--- src/rtl/hazard_stall_ctrl.sv ---
// hazard_stall_ctrl: ID/EX stall, flush and bubble control for load-use, MDU and redirect hazards.
// Ports:
//   clock, reset            pipeline clock (falling-edge state updates), sync active-low reset
//   ifid_*                  source/usage decode of the instruction sitting in IF/ID
//   MemRead_pipe_id, idex_rt  load flag and destination of the instruction in ID/EX
//   ex_branch_taken, ex_jump  PC redirect resolved in EX
//   pc_write, ifid_write    PC / IF/ID load enables
//   ifid_flush, idex_bubble squash IF/ID, insert bubble into ID/EX
//   mdu_busy                multiply/divide unit occupied
//   stall_count             saturating count of stall cycles
module hazard_stall_ctrl #(
    parameter int MDU_LATENCY = 4,
    parameter int CNT_W       = 3,
    parameter int PERF_W      = 16
) (
    input  logic              clock,
    input  logic              reset,
    input  logic [4:0]        ifid_rs,
    input  logic [4:0]        ifid_rt,
    input  logic              ifid_uses_rs,
    input  logic              ifid_uses_rt,
    input  logic              ifid_is_mdu,
    input  logic              ifid_reads_hilo,
    input  logic              MemRead_pipe_id,
    input  logic [4:0]        idex_rt,
    input  logic              ex_branch_taken,
    input  logic              ex_jump,
    output logic              pc_write,
    output logic              ifid_write,
    output logic              ifid_flush,
    output logic              idex_bubble,
    output logic              mdu_busy,
    output logic [PERF_W-1:0] stall_count
);
    typedef enum logic {RUN, MDU_BUSY} state_t;
    state_t             state_q, state_d;
    logic [CNT_W-1:0]   cnt_q, cnt_d;
    logic [PERF_W-1:0]  perf_q, perf_d;
    logic               redirect, load_use, mdu_hz, hazard, issue;
    always_comb begin
        redirect = ex_branch_taken | ex_jump;
        load_use = MemRead_pipe_id & (idex_rt != 5'd0) &
                   ((ifid_uses_rs & (ifid_rs == idex_rt)) | (ifid_uses_rt & (ifid_rt == idex_rt)));
        mdu_hz   = (state_q == MDU_BUSY) & (ifid_is_mdu | ifid_reads_hilo);
        hazard   = load_use | mdu_hz;
        // a squashed IF/ID instruction must never start the MDU
        issue    = ifid_is_mdu & ~redirect & ~hazard;
        state_d  = state_q;
        cnt_d    = cnt_q;
        if (state_q == RUN) begin
            if (issue) begin
                state_d = MDU_BUSY;
                cnt_d   = CNT_W'(MDU_LATENCY);
            end
        end else begin
            cnt_d = cnt_q - 1'b1;
            if (cnt_q == CNT_W'(1)) state_d = RUN;
        end
        perf_d = (hazard & ~redirect & ~&perf_q) ? perf_q + 1'b1 : perf_q;
    end
    always_ff @(negedge clock) begin
        if (!reset) begin
            state_q <= RUN;
            cnt_q   <= '0;
            perf_q  <= '0;
        end else begin
            state_q <= state_d;
            cnt_q   <= cnt_d;
            perf_q  <= perf_d;
        end
    end
    // reset forces a flushing, bubbling, free-running pipeline front end
    assign pc_write    = ~reset | redirect | ~hazard;
    assign ifid_write  = ~reset | redirect | ~hazard;
    assign ifid_flush  = ~reset | redirect;
    assign idex_bubble = ~reset | redirect | hazard;
    assign mdu_busy    = reset & (state_q == MDU_BUSY);
    assign stall_count = perf_q;
endmodule

--- config.mk ---
export PLATFORM = sky130hd
export DESIGN_NAME = hazard_stall_ctrl
export DESIGN_NICKNAME = d
export VERILOG_FILES = /design/src/rtl/hazard_stall_ctrl.sv
export SDC_FILE = /design/constraint.sdc
export NUM_CORES = 1
export LEC_CHECK = 0
export ABC_AREA = 0
export CAP_MARGIN = 40
export CORE_MARGIN = 4
export CORE_UTILIZATION = 42
export DETAILED_ROUTE_END_ITERATION = 10
export PLACE_DENSITY = 0.81
export SKIP_CTS_REPAIR_TIMING = 1
export SLEW_MARGIN = 10
export SYNTH_ARGS = -nofsm -noshare
export SYNTH_HDL_FRONTEND = slang
export SYNTH_SLANG_ARGS = --single-unit
--- constraint.sdc ---
create_clock -name clock -period 1.98 [get_ports clock]
set_input_delay 0.396 -clock clock [delete_from_list [all_inputs] [get_ports clock]]
set_output_delay 0.396 -clock clock [all_outputs]
set_load 0.01 [all_outputs]
Word-level counts from Yosys, hierarchy flattened
Index checks and enable logic that the tools add are counted.
Word-level totals
  bits of input ports: 24
  bits in registers: 20
  logic and storage cells: 37
Operators by class
  equal/unequal tests: 3
  bitwise operators: 20
  $add $sub $neg: 2
  reductions and logical operators: 4
  muxes and demuxes: 5
Operators with widths (count)
  adder 16 x 1 -> 16 bit, second input constant: 1
  AND reduction 16 bit: 1
  AND 1 bit: 10
  == test 5 bit: 2
  OR 1 bit: 7
  two-way mux 3 bit: 2
  nonzero test 5 bit: 1
  == test 3 x 1 -> 1 bit, second input constant: 1
  two-way mux 1 bit: 3
  inverter 1 bit: 3
  subtractor 3 x 1 -> 3 bit, second input constant: 1
  nonzero test 2 bit: 1
  logical NOT 1 bit: 1

Depth between registers and ports, before layout
Gate-level depths: netlist of the first run.
  depth in word-level cells: 9
  mapped depth: 7
  gate-level depth less buffers: 7

==> impl_metrics.json, run 1 <==
{
  "dr_total_vias": 1719,
  "synth_area_per_cell_um2": 8.10,
  "cp.arrival_ns": 1.91,
  "final_common_cell": "buf_6",
  "die_area_um2": 3890,
  "worstPathMaxFanout": 8,
  "drc_errors": 0,
  "yosys_warnings": 0,
  "max-cap-violations": 0,
  "antenna_left": 0,
  "async_flop_share_pct": 0,
  "worst_slew_pin_slew_ns": 0.365,
  "synth_fp_nets": 180,
  "place_inst": 256,
  "cts_tree": "built",
  "drt_pass1_iterations": 4,
  "hold_class": "reg -> reg",
  "cts_num_sinks": 20,
  "ff2ff_setup_slack_ns": -0.16,
  "crit_required_ns": 1.24,
  "combPwrFrac_pct": 19.9,
  "first_iter_violations": 114,
  "track_usage_pct": 19.8,
  "portBuffers": 44,
  "initial_core_util_pct": 44.6,
  "cts_buffer_depth": 2,
  "finalMaxSlewViolations": 0,
  "p_seq_share_pct": 41.4,
  "grt_remaining_overflow": 0,
  "yosysTopAreaCell": "dfxtp_1",
  "clockPowerShare_pct": 38.7,
  "row_count": 19,
  "power_density_nw_per_um2": 414,
  "synth_cell_types": 37,
  "seq_area_frac_synth_pct": 32.3,
  "multi_input_area_um2": 1020,
  "p_switching_uw": 359,
  "cts_made_buffers": 3,
  "finalClockSkew_ns": 0.0512,
  "post-dp-hpwl_um": 3090,
  "dieHeight_um": 62.3,
  "n_antenna_cell": 0,
  "grt_pass1_vias": 1630,
  "yosys_most_used_dff": "dfxtp_1",
  "finalSetupViolCount": 40,
  "place_congestion": 0.802,
  "netlist_instances": 153,
  "cts.clk_slew.worst_paths_ns": 0.04,
  "syn_to_final_growth_pct": 95.4,
  "maxSlewHeadroom_pct": 75.6,
  "violations": "negative setup slack",
  "synth_seq_cells": 20,
  "hold_violations": 0,
  "synth_edf_count": 0,
  "io_pins": 45,
  "fin_total_pwr_mw": 1.00,
  "crit_type": "in -> reg",
  "coreArea_um2": 2780,
  "synth_top_area_share_pct": 32.3,
  "ys_top_cells_by_area": "dfxtp_1 (32%), xnor2_1 (7.1%), a21oi_1 (6.1%)",
  "antenna_found_initial": 0,
  "utilization_pct": 87.1,
  "syn_area_um2": 1240,
  "fin_ws_ns": -0.672,
  "clkLatencyLatePin_ns": 0.41,
  "tns_ns": -15.18,
  "cp-end-kind": "register",
  "die_w_um": 62.3,
  "peakVddDrop_mv": 0.446,
  "clockRootBuffer": "clkbuf_4",
  "wl_per_cell_um": 18.6,
  "start_kind": "input port",
  "leakage_nw": 1.10,
  "drive_above_1_share_pct": 57.3,
  "viasPerCell": 6.01,
  "grt_max_degree": 19,
  "outcome": "finished with violations",
  "ff_latch_area_um2": 424,
  "p_sw_share_pct": 35.8,
  "final_cell_mix": "buf_6 (31), buf_4 (30), inv_1 (22)",
  "pre_cts_ws_ns": -1.45,
  "nNetsFinal": 284,
  "finalWirelength_um": 5320,
  "fill_cells": 146,
  "grt_pass1_wl_um": 6510,
  "htreeDepth": 1,
  "p_int_uw": 643,
  "fin_cells": 286,
  "rsz0062_at_grt": "true"
}
==> metrics by stage <==
| stage | hold WS, ns | instance area [µm²] |
|---|---|---|
| 2_1_floorplan | 0.448 | 1310 |
| 3_3_place_gp | 0.453 | 2010 |
| 3_5_place_dp | 0.460 | 2010 |
| 4_1_cts | 0.466 | 2110 |
| 5_1_grt | 0.491 | 2420 |
| 6_report | 0.471 | 2420 |
==> power by group through the flow <==
stage	combinational [mW]	clock [mW]	sequential, mW
after CTS	0.162	0.368	0.414
after global routing	0.210	0.451	0.415
final	0.199	0.388	0.415
after global placement	0.153	0.0649	0.421
after detailed placement	0.162	0.0649	0.421
after floorplan	0.0638	0.0649	0.422
==> metal layers <==
metal  wire length, µm  track usage [%]
met1              1910             18.4
met2              2810             39.1
met3               342             4.86
met4               256             9.28
met5                 0                0
==> worst max-delay path: stages <==
cell	delay, ns
buf_6	0.09
xnor2_2	0.15
nand4_1	0.14
o22ai_2	0.22
a22oi_2	0.08
buf_6	0.15
buf_12	0.13
or4_4	0.40
o211a_1	0.14
==> area by class of cell <==
type | instances | area share, %
multi-input cells | 123 | 42.1
repair buffers | 85 | 33.9
flip-flops and latches | 20 | 17.5
clock inverters | 20 | 3.10
well taps | 31 | 1.60
clock buffers | 3 | 0.930
inverters | 4 | 0.775
==> synth_stat cells, types with 2 or more instances <==
| master | number |
|---|---|
| mux2i_1 | 2 |
| nand2b_1 | 4 |
| nor2_1 | 8 |
| nand4_1 | 7 |
| nand2_1 | 18 |
| o21ai_0 | 7 |
| xnor2_1 | 10 |
| o31ai_1 | 6 |
| inv_1 | 5 |
| nor4_1 | 2 |
| or3_1 | 5 |
| nand3_1 | 10 |
| dfxtp_1 | 20 |
| a21oi_1 | 15 |
| clkbuf_1 | 3 |
| ha_1 | 3 |
| nor3_1 | 2 |
| or4_1 | 7 |
==> cell families (layout without fill, tap and decap cells) <==
logic type,Yosys count,count (layout),share of synthesized area [%]
DFF,20,20,32.3
buffers and inverters,10,112,3.43
AOI/OAI and AO/OA,38,38,20.1
and+or+nand+nor,70,70,32.5
muxes,2,2,1.61
xor gates and xnor gates,10,10,7.06
adders and majority gates,3,3,3.03
==> flip-flops by register name, indices dropped and copies added, names as in the netlist <==
| name | count |
|---|---|
| cnt_q | 3 |
| stall_count | 16 |
| state_q | 1 |
==> path summary, 6_finish.rpt <==
| check | start | end | cells after the start |
|---|---|---|---|
| worst max-delay path | ifid_rs[1] | stall_count[14]$_SDFFE_NN0P_ | 9 |
| worst min-delay path | cnt_q[1]$_SDFFE_NN0P_ | cnt_q[1]$_SDFFE_NN0P_ | 2 |
| worst max register to register | stall_count[0]$_SDFFE_NN0P_ | stall_count[8]$_SDFFE_NN0P_ | 8 |
| worst min register to register | cnt_q[1]$_SDFFE_NN0P_ | cnt_q[1]$_SDFFE_NN0P_ | 2 |
Note: power is estimated with default switching activity, not from simulation.
==> run 2: changes to the inputs <==
Settings changed: ABC_AREA 0 to default, CORE_ASPECT_RATIO from default to 2, CTS_CLUSTER_DIAMETER from default to 100.
==> impl_metrics.json, run 2 (synthesis results as in run 1) <==
{
  "antenna_left": 0,
  "first_iter_violations": 73,
  "cts_tree": "built",
  "pre_cts_ws_ns": -1.40,
  "grt_max_degree": 23,
  "worstPathMaxFanout": 22,
  "max_stage_delay_ns": 0.42,
  "drt_pass1_iterations": 4,
  "hold_class": "reg -> reg",
  "htreeDepth": 1,
  "antenna_found_initial": 0,
  "cts.clk_slew.worst_paths_ns": 0.03,
  "wl_per_cell_um": 19.1,
  "grt_pass1_vias": 1777,
  "power_density_nw_per_um2": 460,
  "leakage_nw": 1.06,
  "p_sw_share_pct": 33.8,
  "finalWirelength_um": 5370,
  "rsz0062_at_grt": "true",
  "viasPerCell": 6.17,
  "clockPowerShare_pct": 43.6,
  "row_count": 27,
  "endpoint": "stall_count[14]$_SDFFE_NN0P_",
  "n_antenna_cell": 0,
  "cts_made_buffers": 3,
  "path_buf_inv": 2,
  "die_w_um": 46.4,
  "clockRootBuffer": "clkbuf_8",
  "crit_required_ns": 1.20,
  "finalMaxSlewViolations": 0,
  "ff2ff_setup_slack_ns": -0.06,
  "grt_pass1_wl_um": 7070,
  "fin_cells": 281,
  "cp-end-kind": "register",
  "place_inst": 257,
  "use_met3_pct": 4.03,
  "io_pins": 45,
  "cts_num_sinks": 20,
  "dr_total_vias": 1733,
  "worst_slew_pin_slew_ns": 0.674,
  "syn_to_final_growth_pct": 85.5,
  "violations": "negative setup slack",
  "hold_slack_ns": 0.496,
  "grt_busiest_layer": "met2",
  "grt_use_met1_pct": 19.4,
  "track_usage_pct": 23.4,
  "clkLatencyLatePin_ns": 0.34,
  "grt_remaining_overflow": 0,
  "hold_violations": 0,
  "p_int_uw": 701,
  "use_met2_pct": 43.8,
  "place_congestion": 0.817,
  "cp_slowest_cell": "or4_1",
  "coreArea_um2": 2800,
  "peakVddDrop_mv": 0.365,
  "outcome": "finished with violations",
  "drc_errors": 0,
  "start_kind": "input port",
  "finalClockSkew_ns": 0.0141,
  "cp_cell_sequence": "buf_6 > xnor2_1 > nand4_1 > o22ai_2 > a22oi_2 > buf_12 > or4_1 > o211a_1",
  "reg2reg_to": "stall_count[15]$_SDFFE_NN0P_",
  "whs_path_depth": 2,
  "r2r_start": "stall_count[4]$_SDFFE_NN0P_",
  "finalSetupViolCount": 41,
  "crit_type": "in -> reg",
  "p_switching_uw": 358,
  "nNetsFinal": 280,
  "largest_reg_flops": 16,
  "die_area_um2": 3940,
  "r2r_cells": 7,
  "cts_buffer_depth": 2,
  "initial_core_util_pct": 44.2,
  "drive_above_1_share_pct": 51.6,
  "startpoint": "idex_rt[4]",
  "fin_ws_ns": -0.656,
  "max-cap-violations": 0,
  "maxSlewHeadroom_pct": 55.0,
  "final_common_cell": "buf_4",
  "cp.arrival_ns": 1.86,
  "crit_family": "simple AND/OR/NAND/NOR gates",
  "dieHeight_um": 84.8,
  "p_seq_share_pct": 39.4,
  "path_depth": 8,
  "portBuffers": 44,
  "post-dp-hpwl_um": 3390,
  "combPwrFrac_pct": 17.1,
  "final_cell_mix": "buf_4 (33), inv_1 (23), buf_6 (23)"
}
==> run 2: routing by layer <==
metal	part of all wire [%]	wire, µm
met3	6.0	324
met5	0	0
met4	4.5	240
met1	30	1610
met2	59	3200
==> run 2: final cells by class <==
| cell class | count | area [µm²] |
|---|---|---|
| Clock buffer | 3 | 41.3 |
| Sequential cell | 20 | 423 |
| Tap cell | 29 | 36.3 |
| Multi-Input combinational cell | 123 | 967 |
| Fill cell | 193 | 504 |
| Clock inverter | 21 | 80.1 |
| Inverter | 4 | 15.0 |
| Timing Repair Buffer | 81 | 737 |
==> run 2: worst min-delay path by stage <==
stage,slack [ns],from,end
6_report,0.50,cnt_q[0]$_SDFFE_NN0P_,cnt_q[0]$_SDFFE_NN0P_
5_1_grt,0.52,cnt_q[0]$_SDFFE_NN0P_,cnt_q[0]$_SDFFE_NN0P_
4_1_cts,0.49,cnt_q[0]$_SDFFE_NN0P_,cnt_q[0]$_SDFFE_NN0P_
3_3_place_gp,0.46,cnt_q[1]$_SDFFE_NN0P_,cnt_q[1]$_SDFFE_NN0P_
2_1_floorplan,0.45,cnt_q[1]$_SDFFE_NN0P_,cnt_q[1]$_SDFFE_NN0P_
3_5_place_dp,0.49,cnt_q[0]$_SDFFE_NN0P_,cnt_q[0]$_SDFFE_NN0P_
==> run 2: power by group through the flow <==
stage / Combinational (mW) / Clock, mW / Sequential, mW
floorplan: 0.0638 / 0.0649 / 0.422
global placement: 0.158 / 0.0649 / 0.421
detailed placement: 0.165 / 0.0649 / 0.422
CTS: 0.166 / 0.444 / 0.416
global route: 0.193 / 0.502 / 0.417
finish: 0.181 / 0.461 / 0.417
==> run 2: metrics by stage <==
stage               utilization (%)  total power, mW  TNS [ns]  cell area (µm²)
CTS                            76.7             1.03    -31.60             2150
detailed placement             72.5            0.652    -32.21             2030
global route                   82.0             1.11    -16.02             2300
global placement               72.5            0.644    -30.20             2030
floorplan                         -            0.550    -10.50             1310
finish                         82.0             1.06    -14.78             2300
==> run 2: tightest hold or removal path, cell delays in order (launching register included) <==
cell and delay (ns):
dfxtp_1 0.32, nand3_2 0.07, a21oi_1 0.05
